### config.mk
export PLATFORM = sky130hd
export DESIGN_NAME = serial_add_ctrl_flat
export DESIGN_NICKNAME = d
export VERILOG_FILES = /design/src/rtl/serial_add_ctrl_if.sv /design/src/rtl/serial_add_ctrl.sv /design/src/flat_wrapper.sv
export SDC_FILE = /design/constraint.sdc
export NUM_CORES = 1
export LEC_CHECK = 0
export CORE_ASPECT_RATIO = 1.1
export CORE_UTILIZATION = 51
export CTS_BUF_LIST = sky130_fd_sc_hd__clkbuf_8
export DETAILED_ROUTE_END_ITERATION = 8
export PLACE_DENSITY = 0.82
export SLEW_MARGIN = 20
export SYNTH_ARGS = -nofsm -noshare
export SYNTH_HDL_FRONTEND = slang
export SYNTH_SLANG_ARGS = --single-unit
### constraint.sdc
create_clock -name clk -period 2.2 [get_ports clk]
set_clock_uncertainty 0.15 [all_clocks]
set_input_delay 0.33 -clock clk [delete_from_list [all_inputs] [get_ports clk]]
set_output_delay 0.33 -clock clk [all_outputs]
set_load 0.03 [all_outputs]
### src/rtl/serial_add_ctrl_if.sv
// Handshake and operand/result bundle between a host and the bit-serial adder controller.
// The host drives start/acc/a/b; the controller returns status and the parallel result.
interface serial_add_ctrl_if #(
  parameter int WIDTH = 4
);
  logic             start;
  logic             acc;
  logic [WIDTH-1:0] a;
  logic [WIDTH-1:0] b;
  logic             ready;
  logic             shift_en;
  logic             done;
  logic [WIDTH-1:0] sum;
  logic             cout;
  logic             ovf;

  modport master (
    output start, acc, a, b,
    input  ready, shift_en, done, sum, cout, ovf
  );

  modport slave (
    input  start, acc, a, b,
    output ready, shift_en, done, sum, cout, ovf
  );
endinterface

### src/rtl/serial_add_ctrl.sv
// Bit-serial adder sequencer: loads an operand pair, shifts WIDTH bits LSB-first through one
// full adder, then reports sum, carry-out and signed overflow with a one-cycle done pulse.
module serial_add_ctrl #(
  parameter int WIDTH = 4,
  parameter int CW    = 3
) (
  input  logic                 clk,
  input  logic                 rst,
  serial_add_ctrl_if.slave     bus
);

  typedef enum logic [1:0] {
    IDLE = 2'd0,
    ADD  = 2'd1,
    DONE = 2'd2
  } state_t;

  state_t           state_q;
  state_t           state_d;
  logic [WIDTH-1:0] ra;
  logic [WIDTH-1:0] rb;
  logic             carry;
  logic [CW-1:0]    cnt;
  logic             cout_q;
  logic             ovf_q;
  logic [1:0]       fa;
  logic             last_bit;

  // Returns {carry_out, sum_bit}.
  function automatic logic [1:0] full_add(input logic x, input logic y, input logic ci);
    full_add = {(x & y) | (x & ci) | (y & ci), x ^ y ^ ci};
  endfunction

  assign fa       = full_add(ra[0], rb[0], carry);
  assign last_bit = (cnt == CW'(WIDTH - 1));

  always_ff @(posedge clk) begin
    if (rst) state_q <= IDLE;
    else     state_q <= state_d;
  end

  always_comb begin
    state_d = state_q;
    case (state_q)
      IDLE:    if (bus.start) state_d = ADD;
      ADD:     if (last_bit)  state_d = DONE;
      DONE:    state_d = IDLE;
      default: state_d = IDLE;
    endcase
  end

  // Shift datapath; the carry into the MSB is still in 'carry' on the final shift edge.
  always_ff @(posedge clk) begin
    if (rst) begin
      ra     <= '0;
      rb     <= '0;
      carry  <= 1'b0;
      cnt    <= '0;
      cout_q <= 1'b0;
      ovf_q  <= 1'b0;
    end else begin
      case (state_q)
        IDLE: begin
          if (bus.start) begin
            if (!bus.acc) ra <= bus.a;
            rb    <= bus.b;
            carry <= 1'b0;
            cnt   <= '0;
          end
        end
        ADD: begin
          ra    <= {fa[0], ra[WIDTH-1:1]};
          rb    <= {1'b0, rb[WIDTH-1:1]};
          carry <= fa[1];
          cnt   <= cnt + CW'(1);
          if (last_bit) begin
            cout_q <= fa[1];
            ovf_q  <= carry ^ fa[1];
          end
        end
        default: ;
      endcase
    end
  end

  assign bus.ready    = (state_q == IDLE);
  assign bus.shift_en = (state_q == ADD);
  assign bus.done     = (state_q == DONE);
  assign bus.sum      = ra;
  assign bus.cout     = cout_q;
  assign bus.ovf      = ovf_q;

endmodule

### src/flat_wrapper.sv
// flat-port wrapper written by rule: the top's interface ports become plain ports
module serial_add_ctrl_flat 
#(
  parameter int WIDTH = 4,
  parameter int CW    = 3
)
  (clk, rst, bus_start, bus_acc, bus_a, bus_b, bus_ready, bus_shift_en, bus_done, bus_sum, bus_cout, bus_ovf);
  serial_add_ctrl_if #(.WIDTH(WIDTH)) bus_i ();
  input  logic clk;
  input  logic rst;
  input wire logic [$bits(bus_i.start)-1:0] bus_start;
  input wire logic [$bits(bus_i.acc)-1:0] bus_acc;
  input wire logic [$bits(bus_i.a)-1:0] bus_a;
  input wire logic [$bits(bus_i.b)-1:0] bus_b;
  output wire logic [$bits(bus_i.ready)-1:0] bus_ready;
  output wire logic [$bits(bus_i.shift_en)-1:0] bus_shift_en;
  output wire logic [$bits(bus_i.done)-1:0] bus_done;
  output wire logic [$bits(bus_i.sum)-1:0] bus_sum;
  output wire logic [$bits(bus_i.cout)-1:0] bus_cout;
  output wire logic [$bits(bus_i.ovf)-1:0] bus_ovf;
  assign bus_i.start = bus_start;
  assign bus_i.acc = bus_acc;
  assign bus_i.a = bus_a;
  assign bus_i.b = bus_b;
  assign bus_ready = bus_i.ready;
  assign bus_shift_en = bus_i.shift_en;
  assign bus_done = bus_i.done;
  assign bus_sum = bus_i.sum;
  assign bus_cout = bus_i.cout;
  assign bus_ovf = bus_i.ovf;
  serial_add_ctrl #(.WIDTH(WIDTH), .CW(CW)) u_core (.clk(clk), .rst(rst), .bus(bus_i));
endmodule
# ---- Yosys cells after proc, flatten, opt, wreduce, memory -nomap -nowiden
# Cells that the tools add are included.
dict set report totals {
  regBits 16
  latch_bits 0
  ram_bits 0
  romBits 0
  out_inout_bits 9
  word_cells 40
  mem_count 0
}
dict set report classes {
  addsub 1
  mul 0
  div 0
  magnitude_cmp 0
  n_eq_ne 6
  n_shift 0
  n_mux 12
  n_bitwise 8
  reduce_logical 6
}
# operator n
set ops {}
lappend ops {{$pmux W4 S2} 2}
lappend ops {{$mux W4} 3}
lappend ops {{$pmux W3 S2} 1}
lappend ops {{$reduce_and A2 Y1} 3}
lappend ops {{$mux W2} 2}
lappend ops {{$ne A2 B2 Y1 const B} 2}
lappend ops {{$pmux W2 S2} 1}
lappend ops {{$add A3 B1 Y3 const B} 1}
lappend ops {{$and A1 B1 Y1} 3}
lappend ops {{$eq A3 B2 Y1 const B} 1}
lappend ops {{$mux W3} 1}
lappend ops {{$reduce_and A3 Y1} 1}
lappend ops {{$xor A1 B1 Y1} 3}
lappend ops {{$eq A2 B1 Y1 const B} 1}
lappend ops {{$eq A2 B2 Y1 const B} 1}
lappend ops {{$logic_not A2 Y1} 1}
lappend ops {{$ne A2 B1 Y1 const B} 1}
lappend ops {{$or A1 B1 Y1} 2}
lappend ops {{$pmux W1 S2} 1}
lappend ops {{$reduce_bool A2 Y1} 1}
lappend ops {{$mux W1} 1}

# ---- Depth between registers and ports, before layout
dict set report logic_depth {
  depth_word 4
  ltp_mapped 5
  depth_no_buf 5
}

# ---- Least setup slack after synthesis
# No wires, ideal clock.
dict set report synth_path {
  path_kind {reg-to-reg}
  from {register u_core.ra[0], in the netlist u_core.bus.sum[0]}
  to {register u_core.ovf_q, in the netlist u_core.bus.ovf}
  arrival_time_ns 1.422
  required_ns 1.979
  setup_slack_ns 0.557
  path_stages_with_launch 6
  synth_period_minus_slack_ns 1.643
  cell_sequence {dfxtp_1 inv_1 fa_1 xnor2_1 nand3_1 a21oi_1}
}
dict set report synth_via {
  elab_chain_len 4
  elab_cells_between_ends 5
  cone_classes {bitwise: 5}
}
# item line
set synth_lines {}
lappend synth_lines {{from (decl)} serial_add_ctrl.sv:20} ;# logic [WIDTH-1:0] ra;
lappend synth_lines {{from (signal assigned)} serial_add_ctrl.sv:65} ;# if (!bus.acc) ra <= bus.a;
lappend synth_lines {{from (signal assigned)} serial_add_ctrl.sv:72} ;# ra <= {fa[0], ra[WIDTH-1:1]};
lappend synth_lines {{$and A1 B1 Y1} serial_add_ctrl.sv:31} ;# full_add = {(x & y) | (x & ci) | (y & ci), x ^ y ^ ci};
lappend synth_lines {{$or A1 B1 Y1 * (2 in a row)} serial_add_ctrl.sv:31}
lappend synth_lines {{$xor A1 B1 Y1 *} serial_add_ctrl.sv:78} ;# ovf_q <= carry ^ fa[1];
lappend synth_lines {{to (signal assigned)} serial_add_ctrl.sv:78}
lappend synth_lines {{to (decl)} serial_add_ctrl.sv:25} ;# logic ovf_q;
# Mark *: on every way between the ends. The rest lies on a longest branch, timed or not.
# A chain may end at the register's enable or synchronous reset.

# ---- Worst setup path after layout
dict set report layout_path {
  from {register u_core.state_q[1]}
  to {output bus_shift_en}
}
dict set report layout_via {
  elab_chain_len 1
}
# item line
set layout_lines {}
lappend layout_lines {{from (decl)} serial_add_ctrl.sv:18} ;# state_t state_q;
lappend layout_lines {{from (signal assigned)} serial_add_ctrl.sv:39} ;# else state_q <= state_d;
lappend layout_lines {{$eq A2 B1 Y1} serial_add_ctrl.sv:87} ;# assign bus.shift_en = (state_q == ADD);
lappend layout_lines {{to (decl)} flat_wrapper.sv:16} ;# output wire logic [$bits(bus_i.shift_en)-1:0] bus_shift_en;
# Every way passes these cells.

==> results.ini <==
[logic_synthesis]
synthesis.nets = 96
ys.warnings.count = 0
synth_most_common_cell = nor2_1
netlist_top_cells_area = dfxtp_1 44%, nor2_1 8.7%, inv_1 5.1%
synth_common_cells = 17 x nor2_1, 16 x dfxtp_1, 10 x inv_1
async_flop_share = 0
syn_inst = 81
synth-seq-cells = 16
synth_edf_count = 0
yosysUniqueCellTypes = 32
synth_top_area_share = 0.435
yosys.area.top_type = dfxtp_1
synth_area_um2 = 736
yosysSeqAreaShare = 0.435
postSynthAreaPerCell_um2 = 9.08
synth_flop_cell = dfxtp_1

[detailed_routing]
dr.first_iter.drc_count = 14
drtAntennaViolNets = 0
post_drt_wl_per_cell_um = 12.3
via_per_inst = 5.34
num_vias = 635
dr.pass1.iters = 4
drt-total-wl_mm = 1.47
drcViolationCount = 0

[placed_design]
place_hpwl_mm = 1.08
placement.cell_area_um2 = 941
place_congestion = 0.791
io_buffers = 20

[timing]
maxSlewViolCount = 0
tns_ns = 0
slew_headroom = 0.611
min_period_ns = 2.09
setup_viol = 0
fin_crit_sh = 0.952
fmax_ghz = 0.477
hold_viol_final = 0
rsz0062_at_grt = false
worst_pin_slew_ns = 0.582

[cts]
cts_max_path_buffers = 2
clock_latency_ns = 0.25
htreeDepth = 1
cts_num_sinks = 16
cts_buffers = 3
cts_setup_buffers = 0
cts.clk_slew.worst_paths_ns = 0.07
cts_tree = yes
root_buffer = clkbuf_8

[worst_setup_path]
endpoint_kind = primary output
crit_type = reg2out
start_kind = flip-flop
slowest_stage = clkdlybuf4s50_1
required_ns = 1.72
cp.arrival_ns = 1.61
slowest_delay_ns = 0.68
crit_chain = nand2b_4 > inv_2 > clkdlybuf4s50_1
crit_path_max_fanout = 8

[global_route]
grt_usage = 0.223
antenna_found_initial = 0
grt_max_degree = 17
grt_pass1_wl_mm = 2.55
globalRouteOverflowTotal = 0
grt_pass1_vias = 629

[power]
power_density_nw_per_um2 = 716
peakVddDrop_mv = 0.392
leakagePower_nw = 0.381

[flow_run]
drv_cap = 0

[layout]
area.growth.synth_to_final_pct = 35.5
fin_area_um2 = 997
drive_gt1_frac = 0.0874
final_core_util = 0.739
nets = 119
n_antenna_cell = 0

[status]
status = finished, final reports clean

[die]
ioPinCount = 21
die_w_um = 38.2
rows = 14
dieArea_um2 = 1600
coreArea_um2 = 1350
start_util = 0.545
die_height_um = 41.8

[min_path]
min_path_type = reg2reg

-- worst paths after layout --
check,slack (ns),startpoint,cells past startpoint,to
worst max-delay path,0.11,u_core.state_q[1],3,bus_shift_en
worst min-delay path,0.31,u_core.bus.ovf,2,u_core.bus.ovf
worst max register to register,0.70,u_core.carry,5,u_core.bus.ovf
worst min register to register,0.31,u_core.bus.ovf,2,u_core.bus.ovf
-- report_power, final --
group | switching (mW) | leakage [nW] | total, mW | internal [mW]
logic | 0.0674 | 0.221 | 0.131 | 0.0637
clock network | 0.102 | 0.0288 | 0.260 | 0.159
registers | 0.0140 | 0.132 | 0.322 | 0.308
-- metrics by stage --
stage,instances,hold slack [ns],power (mW),setup slack [ns]
5_1_grt,119,0.351,0.749,0.0262
2_1_floorplan,81,0.259,0.406,0.557
3_5_place_dp,115,0.301,0.460,0.296
6_report,119,0.306,0.714,0.105
3_3_place_gp,115,0.294,0.457,0.298
4_1_cts,119,0.314,0.719,0.0152
-- area by class of cell --
class / instances / area [um^2]
Sequential cell: 16 / 322
Fill cell: 111 / 352
Clock buffer: 4 / 55.1
Tap cell: 16 / 20.0
Multi-Input combinational cell: 52 / 359
Inverter: 11 / 41.3
Timing Repair Buffer: 20 / 200
-- placed cells by master (no fill, tap or decap), types with 2 or more instances in the layout --
cell	n
clkdlybuf4s50_1	20
nor2_1	17
a2111oi_0	4
o22ai_1	3
a221oi_1	2
clkbuf_8	4
a2bb2oi_1	2
inv_1	10
a21oi_1	2
ha_1	2
dfxtp_1	15
-- what timing repair did --
action                     in CTS  in global routing
hold buffers                    0                  0
resized for setup               0                  1
setup endpoints to repair       0                  1
-- state kept, by name, indices dropped and copies added (netlist names) --
name             flops
u_core.rb            4
u_core.bus.cout      1
u_core.cnt           3
u_core.carry         1
u_core.bus.ovf       1
u_core.bus.sum       4
u_core.state_q       2
-- critical path: cells and delay by family (launching register included) --
kind                   cells  cell delay [ns]
buffers and inverters      2             0.80
AND/OR/NAND/NOR            1             0.20
flip-flops                 1             0.37
-- cells by family (layout without fill, tap and decap cells) --
| group | Yosys count | after routing | share of synthesized area |
|---|---|---|---|
| AOI/OAI and AO/OA | 21 | 21 | 0.213 |
| muxes | 1 | 1 | 0.0136 |
| buffers and inverters | 13 | 35 | 0.0765 |
| DFF | 16 | 16 | 0.435 |
| xor gates and xnor gates | 1 | 1 | 0.0119 |
| and+or+nand+nor | 26 | 26 | 0.189 |
| adders and majority gates | 3 | 3 | 0.0612 |
-- metal layers --
metal  routed length [um]  share of wire  vias up  global-route usage
met4                   12         0.0082        0               0.107
met1                  735           0.50      291               0.300
met2                  658           0.45       15               0.342
li1                     -              -      327                   -
met5                    0              0        -                   0
met3                   60          0.041        2              0.0321
No activity file was read; power rests on OpenSTA's default activity.
